`src/rtl/synth_pkg.sv`:
```
// -----------------------------------------------------------------------------
// synth_pkg
// Shared definitions for the envelope / VCA slice.
//   env_state_t : envelope phase encoding (also driven out on EnvState)
//   ENV_MAX     : all-ones envelope ceiling, truncated to ENV_DEPTH by users
//   is_stepping : phases in which the rate counter paces the level
// -----------------------------------------------------------------------------
package synth_pkg;

  typedef enum logic [2:0] {
    ENV_IDLE    = 3'd0,
    ENV_ATTACK  = 3'd1,
    ENV_DECAY   = 3'd2,
    ENV_SUSTAIN = 3'd3,
    ENV_RELEASE = 3'd4
  } env_state_t;

  // Wide all-ones constant; each user slices off its own envelope width.
  localparam logic [31:0] ENV_MAX = 32'hFFFF_FFFF;

  // True for the phases whose level moves at a programmable rate.
  function automatic logic is_stepping(input env_state_t s);
    return (s == ENV_ATTACK) || (s == ENV_DECAY) || (s == ENV_RELEASE);
  endfunction

endpackage

```
`src/rtl/env_rate_counter.sv`:
```
// -----------------------------------------------------------------------------
// env_rate_counter
// Divides the clock by (Rate + 1) to pace envelope level steps.
//   Clock : rising-edge clock
//   Reset : asynchronous active-high reset, counter to 0
//   Clear : restart the count at 0 (phase entry / non-stepping phases)
//   Rate  : clocks per step minus 1
//   Step  : high for the one clock in which the count matches Rate
// Step is decoded from the current count so the level moves in the same
// clock the counter wraps to 0.
// -----------------------------------------------------------------------------
module env_rate_counter #(
  parameter int ENV_DEPTH = 8
) (
  input  logic                 Clock,
  input  logic                 Reset,
  input  logic                 Clear,
  input  logic [ENV_DEPTH-1:0] Rate,
  output logic                 Step
);

  localparam logic [ENV_DEPTH-1:0] CNT_ONE = {{(ENV_DEPTH-1){1'b0}}, 1'b1};

  logic [ENV_DEPTH-1:0] rate_cnt;
  logic                 at_rate;

  // Compare against the live rate; suppressed while being cleared.
  always_comb begin
    at_rate = (rate_cnt == Rate);
    Step    = at_rate & ~Clear;
  end

  // Count register: clear wins, otherwise wrap at Rate or increment.
  always_ff @(posedge Clock or posedge Reset) begin
    if (Reset) begin
      rate_cnt <= '0;
    end else if (Clear || at_rate) begin
      rate_cnt <= '0;
    end else begin
      rate_cnt <= rate_cnt + CNT_ONE;
    end
  end

endmodule

```
`src/rtl/envelope_vca.sv`:
```
// -----------------------------------------------------------------------------
// envelope_vca
// ADSR envelope generator driving a multiplying VCA on an unsigned sample.
//   Clock    : rising-edge clock
//   Reset    : asynchronous active-high reset (aborts any note, no tail)
//   Gate     : note held while high; a 0->1 transition retriggers Attack
//   Attack   : clocks per rising level step, minus 1
//   Decay    : clocks per falling level step toward Sustain, minus 1
//   Sustain  : held level, tracked live while in Sustain
//   Release  : clocks per falling level step after gate off, minus 1
//   Waveform : unsigned input sample
//   Out      : registered upper WAVE_DEPTH bits of Waveform * Level
//   Level    : current envelope level
//   EnvState : Idle=0 Attack=1 Decay=2 Sustain=3 Release=4
// Build option: define ENV_LEGATO_RETRIGGER_EN to make a retrigger keep the
// current level (Attack continues upward from it); by default a retrigger
// restarts the level at 0.
// -----------------------------------------------------------------------------
module envelope_vca
  import synth_pkg::*;
#(
  parameter int WAVE_DEPTH = 8,
  parameter int ENV_DEPTH  = 8
) (
  input  logic                  Clock,
  input  logic                  Reset,
  input  logic                  Gate,
  input  logic [ENV_DEPTH-1:0]  Attack,
  input  logic [ENV_DEPTH-1:0]  Decay,
  input  logic [ENV_DEPTH-1:0]  Release,
  input  logic [ENV_DEPTH-1:0]  Sustain,
  input  logic [WAVE_DEPTH-1:0] Waveform,
  output logic [WAVE_DEPTH-1:0] Out,
  output logic [ENV_DEPTH-1:0]  Level,
  output logic [2:0]            EnvState
);

  localparam logic [ENV_DEPTH-1:0] LEVEL_MAX = ENV_MAX[ENV_DEPTH-1:0];
  localparam logic [ENV_DEPTH-1:0] LEVEL_ONE = {{(ENV_DEPTH-1){1'b0}}, 1'b1};
  localparam int                   PROD_W    = WAVE_DEPTH + ENV_DEPTH;

  env_state_t           state;
  env_state_t           state_next;
  logic [ENV_DEPTH-1:0] level_next;
  logic                 gate_prev;
  logic                 rise;
  logic                 step;
  logic                 clear_cnt;
  logic [ENV_DEPTH-1:0] rate_sel;
  logic [PROD_W-1:0]    prod;

  assign rise     = Gate & ~gate_prev;
  assign EnvState = state;

  // Pick the pacing rate for the phase the envelope is currently in.
  always_comb begin
    rate_sel = '0;
    case (state)
      ENV_ATTACK:  rate_sel = Attack;
      ENV_DECAY:   rate_sel = Decay;
      ENV_RELEASE: rate_sel = Release;
      default:     rate_sel = '0;
    endcase
  end

  // Restart the count on retrigger, on every phase change, and park it
  // at 0 in phases that do not step.
  always_comb begin
    clear_cnt = rise | (state_next != state) | ~is_stepping(state);
  end

  env_rate_counter #(
    .ENV_DEPTH (ENV_DEPTH)
  ) u_rate (
    .Clock (Clock),
    .Reset (Reset),
    .Clear (clear_cnt),
    .Rate  (rate_sel),
    .Step  (step)
  );

  // Envelope phase and level transitions; a retrigger overrides everything.
  always_comb begin
    state_next = state;
    level_next = Level;
    if (rise) begin
      state_next = ENV_ATTACK;
`ifdef ENV_LEGATO_RETRIGGER_EN
      level_next = Level;
`else
      level_next = '0;
`endif
    end else begin
      case (state)
        ENV_IDLE: begin
          level_next = '0;
        end
        ENV_ATTACK: begin
          if (!Gate) begin
            state_next = ENV_RELEASE;
          end else if (Level == LEVEL_MAX) begin
            // Saturate: hand over to Decay instead of wrapping.
            state_next = ENV_DECAY;
          end else if (step) begin
            level_next = Level + LEVEL_ONE;
          end else begin
            level_next = Level;
          end
        end
        ENV_DECAY: begin
          if (!Gate) begin
            state_next = ENV_RELEASE;
          end else if (Level <= Sustain) begin
            state_next = ENV_SUSTAIN;
          end else if (step) begin
            level_next = Level - LEVEL_ONE;
          end else begin
            level_next = Level;
          end
        end
        ENV_SUSTAIN: begin
          if (!Gate) begin
            state_next = ENV_RELEASE;
          end else begin
            level_next = Sustain;
          end
        end
        ENV_RELEASE: begin
          if (Level == '0) begin
            state_next = ENV_IDLE;
            level_next = '0;
          end else if (step) begin
            level_next = Level - LEVEL_ONE;
          end else begin
            level_next = Level;
          end
        end
        default: begin
          state_next = ENV_IDLE;
          level_next = '0;
        end
      endcase
    end
  end

  // Phase, level and gate history registers.
  always_ff @(posedge Clock or posedge Reset) begin
    if (Reset) begin
      state     <= ENV_IDLE;
      Level     <= '0;
      gate_prev <= 1'b0;
    end else begin
      state     <= state_next;
      Level     <= level_next;
      gate_prev <= Gate;
    end
  end

  // Full-width product of the sample and the registered level.
  always_comb begin
    prod = {{ENV_DEPTH{1'b0}}, Waveform} * {{WAVE_DEPTH{1'b0}}, Level};
  end

  // VCA output: keep the top WAVE_DEPTH bits (full scale lands one LSB short).
  always_ff @(posedge Clock or posedge Reset) begin
    if (Reset) begin
      Out <= '0;
    end else begin
      Out <= WAVE_DEPTH'(prod >> ENV_DEPTH);
    end
  end

endmodule

```
`config.mk`:
```
export PLATFORM = sky130hd
export DESIGN_NAME = envelope_vca
export DESIGN_NICKNAME = d
export VERILOG_FILES = /design/src/rtl/synth_pkg.sv /design/src/rtl/env_rate_counter.sv /design/src/rtl/envelope_vca.sv
export SDC_FILE = /design/constraint.sdc
export NUM_CORES = 1
export LEC_CHECK = 0
export ABC_AREA = 1
export BUFFER_PORTS_ARGS = -buffer_cell sky130_fd_sc_hd__buf_2
export CORE_AREA = 2 2 134 136
export CTS_CLUSTER_SIZE = 24
export DETAILED_ROUTE_END_ITERATION = 12
export DIE_AREA = 0 0 136 138
export GPL_TIMING_DRIVEN = 1
export HOLD_SLACK_MARGIN = 0.02
export MAX_ROUTING_LAYER = met4
export SLEW_MARGIN = 25
export SYNTH_ARGS = -nofsm -noshare
export SYNTH_HDL_FRONTEND = slang
export SYNTH_SLANG_ARGS = --single-unit
```
`constraint.sdc`:
```
create_clock -name Clock -period 4.5 [get_ports Clock]
set_input_delay 1.125 -clock Clock [delete_from_list [all_inputs] [get_ports Clock]]
set_output_delay 1.125 -clock Clock [all_outputs]
set_load 0.02 [all_outputs]
```
==> results of run 1 <==
==> power by group <==
| part | leakage, nW | switching [mW] | internal (mW) |
|---|---|---|---|
| Combinational | 2.76 | 0.129 | 0.0751 |
| Sequential | 0.386 | 0.0110 | 0.256 |
| Clock | 0.0442 | 0.0878 | 0.136 |
| Total | 3.19 | 0.228 | 0.468 |
==> layer usage <==
| layer | global-route usage, % | part of all wire [%] | vias up | routed length (um) |
|---|---|---|---|---|
| met5 | - | 0 | - | 0 |
| met3 | 1.14 | 4.0 | 6 | 425 |
| li1 | - | - | 2025 | - |
| met4 | 2.41 | 1.1 | 0 | 113 |
| met2 | 20.1 | 49 | 64 | 5250 |
| met1 | 16.6 | 46 | 1849 | 4960 |
==> path summary, 6_finish.rpt <==
path	from	to	slack (ns)	cells after the start
max	Waveform[4]	Out[3]$_DFF_PP0_	0.06	18
min	u_rate.rate_cnt[0]$_DFF_PP0_	u_rate.rate_cnt[0]$_DFF_PP0_	0.49	1
max reg2reg	Level[2]$_DFFE_PP0P_	Out[3]$_DFF_PP0_	0.45	17
min reg2reg	u_rate.rate_cnt[0]$_DFF_PP0_	u_rate.rate_cnt[0]$_DFF_PP0_	0.49	1
max in group asynchronous	Reset	Level[7]$_DFFE_PP0P_	3.30	3
min in group asynchronous	Reset	u_rate.rate_cnt[0]$_DFF_PP0_	0.92	3
==> cell usage in the layout, fill, tap and decap left out, drive strengths merged <==
cell / netlist / routed
nor3b: 3 / 3
a211oi: 2 / 2
nor2: 40 / 40
o21ai: 8 / 8
a22oi: 2 / 2
a32oi: 2 / 2
o211ai: 1 / 1
a21o: 1 / 1
inv: 128 / 128
xor2: 13 / 13
nor3: 7 / 7
clkbuf: 13 / 4
o31ai: 1 / 1
buf: 5 / 89
nand3: 41 / 41
dfrtp: 28 / 28
nor4: 1 / 1
fa: 35 / 35
ha: 45 / 45
xnor2: 3 / 3
nand3b: 4 / 4
o21bai: 2 / 2
a31oi: 1 / 1
nand2: 183 / 183
a21boi: 1 / 1
a21oi: 11 / 11
nand4: 23 / 23
==> cell families after synthesis <==
kind of cell             share of synthesized area [%]
buffers and inverters                             13.6
AO/OA/AOI/OAI                                     4.58
AND/OR/NAND/NOR                                   32.1
adder cells (fa/ha/maj)                           29.8
XOR/XNOR                                          3.31
flip-flops                                        16.5
==> synthesized netlist by cell type <==
cell	count	share of area, %
nand3_2	1	0.24
a31oi_1	1	0.15
a22oi_1	2	0.35
nand2_2	5	0.74
nand2_1	176	16
nor3_1	7	0.83
nor2_4	1	0.27
inv_2	3	0.27
o21bai_1	2	0.35
ha_1	45	13
o21ai_1	1	0.12
a32oi_1	2	0.41
clkbuf_1	7	0.62
nor4_1	1	0.15
nand2_4	2	0.53
xor2_1	13	2.7
nor2_1	33	2.9
a21o_1	1	0.18
nor2_8	1	0.47
nand3_4	1	0.41
xnor2_1	3	0.62
a211oi_1	2	0.35
o21ai_0	7	0.83
dfrtp_1	28	17
clkbuf_2	6	0.71
fa_1	35	17
nor3b_1	3	0.53
o211ai_1	1	0.18
inv_1	125	11
buf_2	1	0.12
nand3b_1	4	0.71
nor2_2	5	0.74
nand4_1	23	3.4
buf_1	1	0.089
buf_4	1	0.18
a21boi_0	1	0.18
buf_6	2	0.53
nand3_1	39	4.6
o31ai_1	1	0.18
a21oi_1	11	1.3
==> registers in the layout, summed over array words and instances, names as in the netlist <==
signal           flops
gate_prev            1
Level                8
Out                  8
EnvState             3
u_rate.rate_cnt      8
==> per-stage QoR <==
stage	setup TNS, ns	hold slack (ns)	utilization, %
final	0	0.486	29.4
after global routing	-0.332	0.515	29.4
after CTS	0	0.494	28.9
after detailed placement	-1.30	0.484	28.4
after global placement	-1.19	0.483	28.4
after floorplan	-0.178	0.454	-
==> what timing repair did <==
action                                  4_1_cts  5_1_grt
gates resized for setup                       1       29
endpoints found under the setup margin        2        5
gates cloned                                  0        0
pin swaps                                     1       21
setup buffers                                 1        1
hold endpoints to repair                      0        0
==> final cells by class <==
cell class                 instances  area, sq um
tap                              229          287
sequential                        28          701
multi-input combinational        430         3050
fill                            1982        12400
timing repair buffer              89          558
clock buffer                       4         88.8
inverter                         128          480
==> qor.yml, run 1 <==
outcome:
  status: "finished, final reports clean"
routing:
  vias: 3944
  wl_mm: 10.8
  vias_per_cell: 4.34
  drt_first_pass_iters: 4
  final_antenna_net_count: 0
  route.detailed.drc: 0
  wl_per_cell_um: 11.8
  drtIter0Drc: 228
die:
  design.portCount: 62
  coreArea_sq_um: 17500
  start_util_pct: 24.2
  dieHeight_um: 138
  rows: 49
  die_width_um: 136
  dieArea_sq_um: 18800
yosys:
  syn_nets: 727
  avgSynthCellArea_sq_um: 7.01
  ys_ff_latch: 28
  ys_seq_area_share_pct: 16.5
  syn_area_sq_um: 4240
  synth.distinct_cells: 40
  synth_cells: 604
  yosysWarnings: 0
global_routing:
  grt_pass1_wl_mm: 18.8
  grt_pass1_vias: 3925
  gr-total-overflow: 0
  grt_max_degree: 29
  gr-usage-all-layers_pct: 12.3
  antenna_found_initial: 0
worst_setup_path:
  crit_top_cell: "fa_1"
  max_stage_delay_ns: 0.61
  cp_max_fo: 5
  path_cells: "buf_6 > nand2_4 > fa_1 > inv_2 > fa_1 > fa_1 > fa_1 > ha_4 > nand2_1 > nor2_1 > a211oi_2 > o21ai_2 > nand2_1 > nand2_2 > nand2_2 > nand2_2 > buf_4 > xor2_1"
  crit_type: "in2reg"
  crit_arrival_ns: 4.59
  cp_slowest_cell: "fa_1"
  crit_family: "adder cells"
  startpoint_type: "primary input"
  end_kind: "flip-flop"
  cp_num_buf_inv: 3
  crit_required_ns: 4.66
cts:
  cts_tree: "yes"
  cts_hold_buf: 0
  path_clk_slew_ns: 0.07
  htree_levels: 1
  max-clock-path-buffers: 2
  cts_buffers: 3
  clk_latency_ns: 0.27
  clock_sinks: 28
  root_buffer: "clkbuf_16"
power_and_ir_drop:
  total_power_mw: 0.696
  power_density_nw_per_um2: 135
  p_leak_nw: 3.19
  ir_drop_v: 0.000179
timing:
  clock-skew-final_ns: 0.00485
  relSlewSlack_pct: 58.0
  timing_hold_violations_final: 0
  finalSetupViolCount: 0
  fmax_mhz: 225
  worstMarginPinSlew_ns: 0.629
  min_period_ns: 4.44
  period_share_pct: 98.6
  rsz0062_at_grt: "true"
  drv_slew: 0
  fin_ws_ns: 0.0627
layout:
  drive_above_1_share_pct: 19.7
  finalNonFillerCells: 908
  diodes: 0
  syn_to_final_growth_pct: 21.9
  fin_area_sq_um: 5160
  nNetsFinal: 803
placement:
  place_area_sq_um: 4980
  globalplace.congestion: 0.830
  numPortBuffers: 61
  dp_slack_ns: -0.289
  hpwl_mm: 9.07
  place_inst: 902
job:
  maxCapViolCount: 0
worst_hold_path:
  hp-class: "reg2reg"
Power figures use the tool's default switching activity.
==> inputs of run 2 (changes only) <==
--- a/config.mk
+++ b/config.mk
@@ -14,6 +14,7 @@
 export GPL_TIMING_DRIVEN = 1
 export HOLD_SLACK_MARGIN = 0.02
 export MAX_ROUTING_LAYER = met4
+export SETUP_SLACK_MARGIN = 0.5
 export SLEW_MARGIN = 25
 export SYNTH_ARGS = -nofsm -noshare
 export SYNTH_HDL_FRONTEND = slang
==> qor.yml, run 2 (synthesis gave the netlist of run 1 again) <==
global_routing:
  grt_max_degree: 29  # unchanged
  grt_pass1_wl_mm: 19.0  # +1.3%
  antenna_found_initial: 0  # unchanged
  gr-usage-all-layers_pct: 12.7  # +0.39 points
  gr-total-overflow: 0  # unchanged
  grt_pass1_vias: 4016  # +2.3%
routing:
  drtIter0Drc: 265  # +16%
  vias_per_cell: 4.38  # +0.89%
  wl_mm: 11.1  # +2.9%
  drt_first_pass_iters: 5  # +1
  wl_per_cell_um: 12.2  # +2.9%
  vias: 3979  # +0.89%
  final_antenna_net_count: 0  # unchanged
  route.detailed.drc: 0  # unchanged
worst_setup_path:
  end_kind: "flip-flop"
  cp_max_fo: 6  # +1
  r2r_start: "Level[6]$_DFFE_PP0P_"
  startpoint_type: "primary input"
  crit_type: "in2reg"
  crit_required_ns: 4.69  # +0.03 ns
  crit_path_start: "Waveform[2]"
  crit_arrival_ns: 4.63  # +0.04 ns
power_and_ir_drop:
  total_power_mw: 0.742  # +6.6%
  p_leak_nw: 3.20  # +0.32%
  power_density_nw_per_um2: 141  # +4.9%
  ir_drop_v: 0.000127  # -29%
timing:
  timing_hold_violations_final: 0  # unchanged
  finalSetupViolCount: 0  # unchanged
  worstMarginPinSlew_ns: 0.701  # +0.0717 ns
  period_share_pct: 98.7  # about the same
  clock-skew-final_ns: 0.00432  # -0.000529 ns
  relSlewSlack_pct: 53.2  # -4.8 points
  rsz0062_at_grt: "true"
  min_period_ns: 4.44  # +0.00259 ns
  drv_slew: 0  # unchanged
  fmax_mhz: 225  # about the same
layout:
  diodes: 0  # unchanged
  finalNonFillerCells: 908  # unchanged
  final_cell_mix: "nand2_1, inv_1, buf_2, ha_1, nand3_1"
  fin_util_pct: 29.9  # +0.48 points
  fillers: 1938  # -2.2%
  top_regs: "Level: 8 flops, Out: 8 flops, u_rate.rate_cnt: 8 flops"
  drive_above_1_share_pct: 20.9  # +1.2 points
  nNetsFinal: 803  # unchanged
  layout_commonest_cell: "nand2_1"
  syn_to_final_growth_pct: 23.9
cts:
  htree_levels: 1  # unchanged
  cts_tree: "yes"
  cts_buffers: 3  # unchanged
  root_buffer: "clkbuf_16"
  path_clk_slew_ns: 0.07  # about the same
  cts_hold_buf: 0  # unchanged
  max-clock-path-buffers: 2  # unchanged
  clk_latency_ns: 0.27  # about the same
  clock_sinks: 28  # unchanged
placement:
  hpwl_mm: 9.09  # +0.26%
  numPortBuffers: 61  # unchanged
  place_inst: 900  # -0.22%
  globalplace.congestion: 0.831  # about the same
outcome:
  status: "finished, final reports clean"
die:
  coreArea_sq_um: 17500  # unchanged
  dieHeight_um: 138  # unchanged
  start_util_pct: 24.2  # unchanged
  rows: 49  # unchanged
  dieArea_sq_um: 18800  # unchanged
  die_width_um: 136  # unchanged
  design.portCount: 62  # unchanged
job:
  maxCapViolCount: 0  # unchanged
worst_hold_path:
  min-delay-start: "u_rate.rate_cnt[0]$_DFF_PP0_"
  hp-class: "reg2reg"
[run 2: cell types whose count changed in the layout (fill, tap and decap cells not counted), sizes merged]
| cell | delta |
|---|---|
| bufinv | +1 |
| clkbuf | -1 |
[run 2: per-layer routing]
layer  global-route usage [%]  up-vias  wire (um)
li1                         -     2013          -
met1                     16.4     1868       5110
met2                     21.1       83       5300
met3                     1.28       15        422
met4                     3.45        0        233
met5                        -        -          0
[run 2: final timing paths]
path / endpoint / slack [ns] / depth (start not counted)
setup / recovery: Out[5]$_DFF_PP0_ / 0.06 / 19
hold / removal: u_rate.rate_cnt[0]$_DFF_PP0_ / 0.50 / 1
setup reg to reg: Out[5]$_DFF_PP0_ / 0.46 / 18
hold reg to reg: u_rate.rate_cnt[0]$_DFF_PP0_ / 0.50 / 1
max in group asynchronous: Level[7]$_DFFE_PP0P_ / 3.31 / 3
min in group asynchronous: u_rate.rate_cnt[0]$_DFF_PP0_ / 0.91 / 3
[run 2: cell type report]
cell class                      instances  area (sq um)  share of cell area, %
Timing Repair Buffer                   89           577                   11.0
Multi-Input combinational cell        430          3100                   59.0
Clock buffer                            3          75.1                   1.43
Inverter                              128           480                   9.16
Clock inverter                          1          30.0                  0.572
Tap cell                              229           287                   5.46
Sequential cell                        28           701                   13.4
[run 2: stage by stage]
step / instance area, sq um / setup WS (ns) / setup TNS, ns / hold WS (ns)
floorplan: 4340 / -0.0873 / -0.178 / 0.454
global placement: 4960 / -0.271 / -1.19 / 0.487
detailed placement: 4960 / -0.287 / -1.26 / 0.491
CTS: 5160 / 0.104 / 0 / 0.500
global route: 5250 / -0.183 / -0.725 / 0.520
finish: 5250 / 0.0601 / 0 / 0.496
[run 2: timing repair]
item	in CTS	in global routing
resized for setup	25	15
buffers inserted	1	3
setup endpoints to repair	8	8
pin swaps	8	12
[run 2: power breakdown]
group | leakage, nW | internal (mW) | switching (mW) | total [mW]
clock | 0.0511 | 0.177 | 0.0922 | 0.270
sequential | 0.386 | 0.256 | 0.0105 | 0.267
combinational | 2.76 | 0.0755 | 0.129 | 0.205
[run 2: worst max-delay path: stages]
cell	delay (ns)
buf_8	0.09
nand2_4	0.05
fa_1	0.58
inv_2	0.05
fa_1	0.55
fa_1	0.44
fa_1	0.52
ha_4	0.31
nand2_2	0.05
nor2_2	0.11
a211oi_2	0.04
o21ai_1	0.11
nand2_1	0.09
nand2_2	0.10
nand2_2	0.07
nand2_4	0.07
nand2_1	0.05
nand2_1	0.06
xor2_1	0.16
==> inputs of run 3 (changes only) <==
==> constraint.sdc (replaced) <==
create_clock -name Clock -period 5.6 [get_ports Clock]
set_input_delay 1.4 -clock Clock [delete_from_list [all_inputs] [get_ports Clock]]
set_output_delay 1.4 -clock Clock [all_outputs]
set_load 0.02 [all_outputs]
==> qor.yml, run 3 (synthesis gave the netlist of run 1 again) <==
global_routing:
  gr-total-overflow: 0  # unchanged
  grt_pass1_vias: 3785  # -5.8%
  antenna_found_initial: 2  # +2
  grt_pass1_wl_mm: 17.9  # -5.6%
  gr-usage-all-layers_pct: 12.0  # -0.74 points
  grt_max_degree: 29  # unchanged
die:
  dieArea_sq_um: 18800  # unchanged
  rows: 49  # unchanged
  design.portCount: 62  # unchanged
  start_util_pct: 24.2  # unchanged
  coreArea_sq_um: 17500  # unchanged
  dieHeight_um: 138  # unchanged
  die_width_um: 136  # unchanged
cts:
  root_buffer: "clkbuf_16"
  cts_tree: "yes"
  cts_buffers: 3  # unchanged
  path_clk_slew_ns: 0.07  # about the same
  clock_sinks: 28  # unchanged
  htree_levels: 1  # unchanged
  max-clock-path-buffers: 2  # unchanged
  cts_setup_buffers: 0  # -1
  clk_latency_ns: 0.26  # about the same
timing:
  clock-skew-final_ns: 0.00331  # -0.00101 ns
  rsz0062_at_grt: "false"
  min_period_ns: 4.89
  finalSetupViolCount: 0  # unchanged
  fmax_mhz: 205
  relSlewSlack_pct: 58.3  # +5.1 points
  worstMarginPinSlew_ns: 0.625  # -0.0756 ns
  period_share_pct: 87.3
  tns_ns: 0  # unchanged
  drv_slew: 0  # unchanged
  timing_hold_violations_final: 0  # unchanged
worst_setup_path:
  crit_type: "in2reg"
  crit_family: "adder cells"
  cp_num_buf_inv: 4  # +2
  startpoint_type: "primary input"
  max_stage_delay_ns: 0.54  # -0.04 ns
  cp_slowest_cell: "fa_1"
  crit_required_ns: 5.75  # +1.06 ns
  end_kind: "flip-flop"
  crit_top_cell: "nand2_1"
  crit_arrival_ns: 5.04  # +0.41 ns
  cp_max_fo: 8  # +2
  path_cells: "clkbuf_4 > nand2_1 > inv_2 > fa_2 > fa_1 > inv_1 > fa_1 > fa_1 > inv_1 > ha_4 > a21oi_4 > nor2_1 > a211oi_1 > o21ai_1 > nand2_1 > nand2_2 > nand2_1 > nand2_2 > nand2_1 > nand2_1 > xor2_1"
routing:
  drtIter0Drc: 205  # -23%
  drt_first_pass_iters: 4  # -1
  vias_per_cell: 4.32  # -1.4%
  wl_mm: 10.6  # -4.4%
  route.detailed.drc: 0  # unchanged
  wl_per_cell_um: 12.0  # -1.8%
  final_antenna_net_count: 0  # unchanged
  vias: 3821  # -4.0%
placement:
  place_inst: 878  # -2.4%
  numPortBuffers: 61  # unchanged
  hpwl_mm: 8.65  # -4.9%
  globalplace.congestion: 0.850  # +2.3%
layout:
  fin_util_pct: 28.0  # -1.9 points
  nNetsFinal: 777  # -3.2%
  final_cell_mix: "nand2_1, inv_1, buf_2, ha_1, nand3_1"
  syn_to_final_growth_pct: 15.9
  drive_above_1_share_pct: 14.7  # -6.2 points
  top_regs: "Level: 8 flops, Out: 8 flops, u_rate.rate_cnt: 8 flops"
  finalNonFillerCells: 884  # -2.6%
  layout_commonest_cell: "nand2_1"
power_and_ir_drop:
  power_density_nw_per_um2: 112  # -21%
  ir_drop_v: 0.0000988  # -22%
  total_power_mw: 0.548  # -26%
  p_leak_nw: 3.00  # -6.3%
outcome:
  status: "finished, final reports clean"
job:
  maxCapViolCount: 0  # unchanged
worst_hold_path:
  hp-class: "reg2reg"
==> run 3: cell types whose count changed in the layout (fill, tap and decap cells not counted), sizes merged <==
cell / change
diode: +2
bufinv: -1
buf: -30
clkbuf: +5
==> run 3: per-stage QoR <==
step / cell area [sq um] / hold WS, ns / setup slack, ns
after CTS: 4840 / 0.490 / 0.515
after global placement: 4750 / 0.484 / 0.283
after global routing: 4910 / 0.523 / 0.463
after floorplan: 4240 / 0.454 / 0.512
final: 4910 / 0.481 / 0.712
after detailed placement: 4750 / 0.480 / 0.232
==> run 3: per-layer routing <==
metal	vias up	GRT usage, %	part of all wire [%]
li1	1966	-	-
met1	1777	15.8	47
met2	70	19.7	48
met3	8	1.39	3.9
met4	0	2.63	1.1
met5	-	-	0
==> run 3: final timing paths <==
path | from | to | depth (start not counted) | slack, ns
worst max-delay path | Waveform[3] | Out[5]$_DFF_PP0_ | 21 | 0.71
worst max register to register | Level[6]$_DFFE_PP0P_ | Out[5]$_DFF_PP0_ | 18 | 1.28
worst min register to register | u_rate.rate_cnt[0]$_DFF_PP0_ | u_rate.rate_cnt[0]$_DFF_PP0_ | 1 | 0.48
max in group asynchronous | Reset | Level[7]$_DFFE_PP0P_ | 3 | 4.12
min in group asynchronous | Reset | u_rate.rate_cnt[0]$_DFF_PP0_ | 3 | 1.20
worst min-delay path | u_rate.rate_cnt[0]$_DFF_PP0_ | u_rate.rate_cnt[0]$_DFF_PP0_ | 1 | 0.48
==> run 3: final cells by class <==
class                      instances  area, sq um
clock buffer                       4         88.8
timing repair buffer              63          330
tap                              229          287
multi-input combinational        430         3020
antenna                            2         5.00
sequential                        28          701
inverter                         128          480
fill                            1931        12600
==> run 3: what timing repair did <==
item                                    CTS  global route
gates resized for setup                   1            14
endpoints found under the hold margin     0             0
hold buffers                              0             0
endpoints found under the setup margin    2             5
pin swaps                                 0            14
==> run 3: where the power goes <==
group	switching [mW]	total, mW	internal (mW)
logic	0.100	0.152	0.0520
clock network	0.0698	0.179	0.110
registers	0.0107	0.217	0.206
total	0.181	0.548	0.368
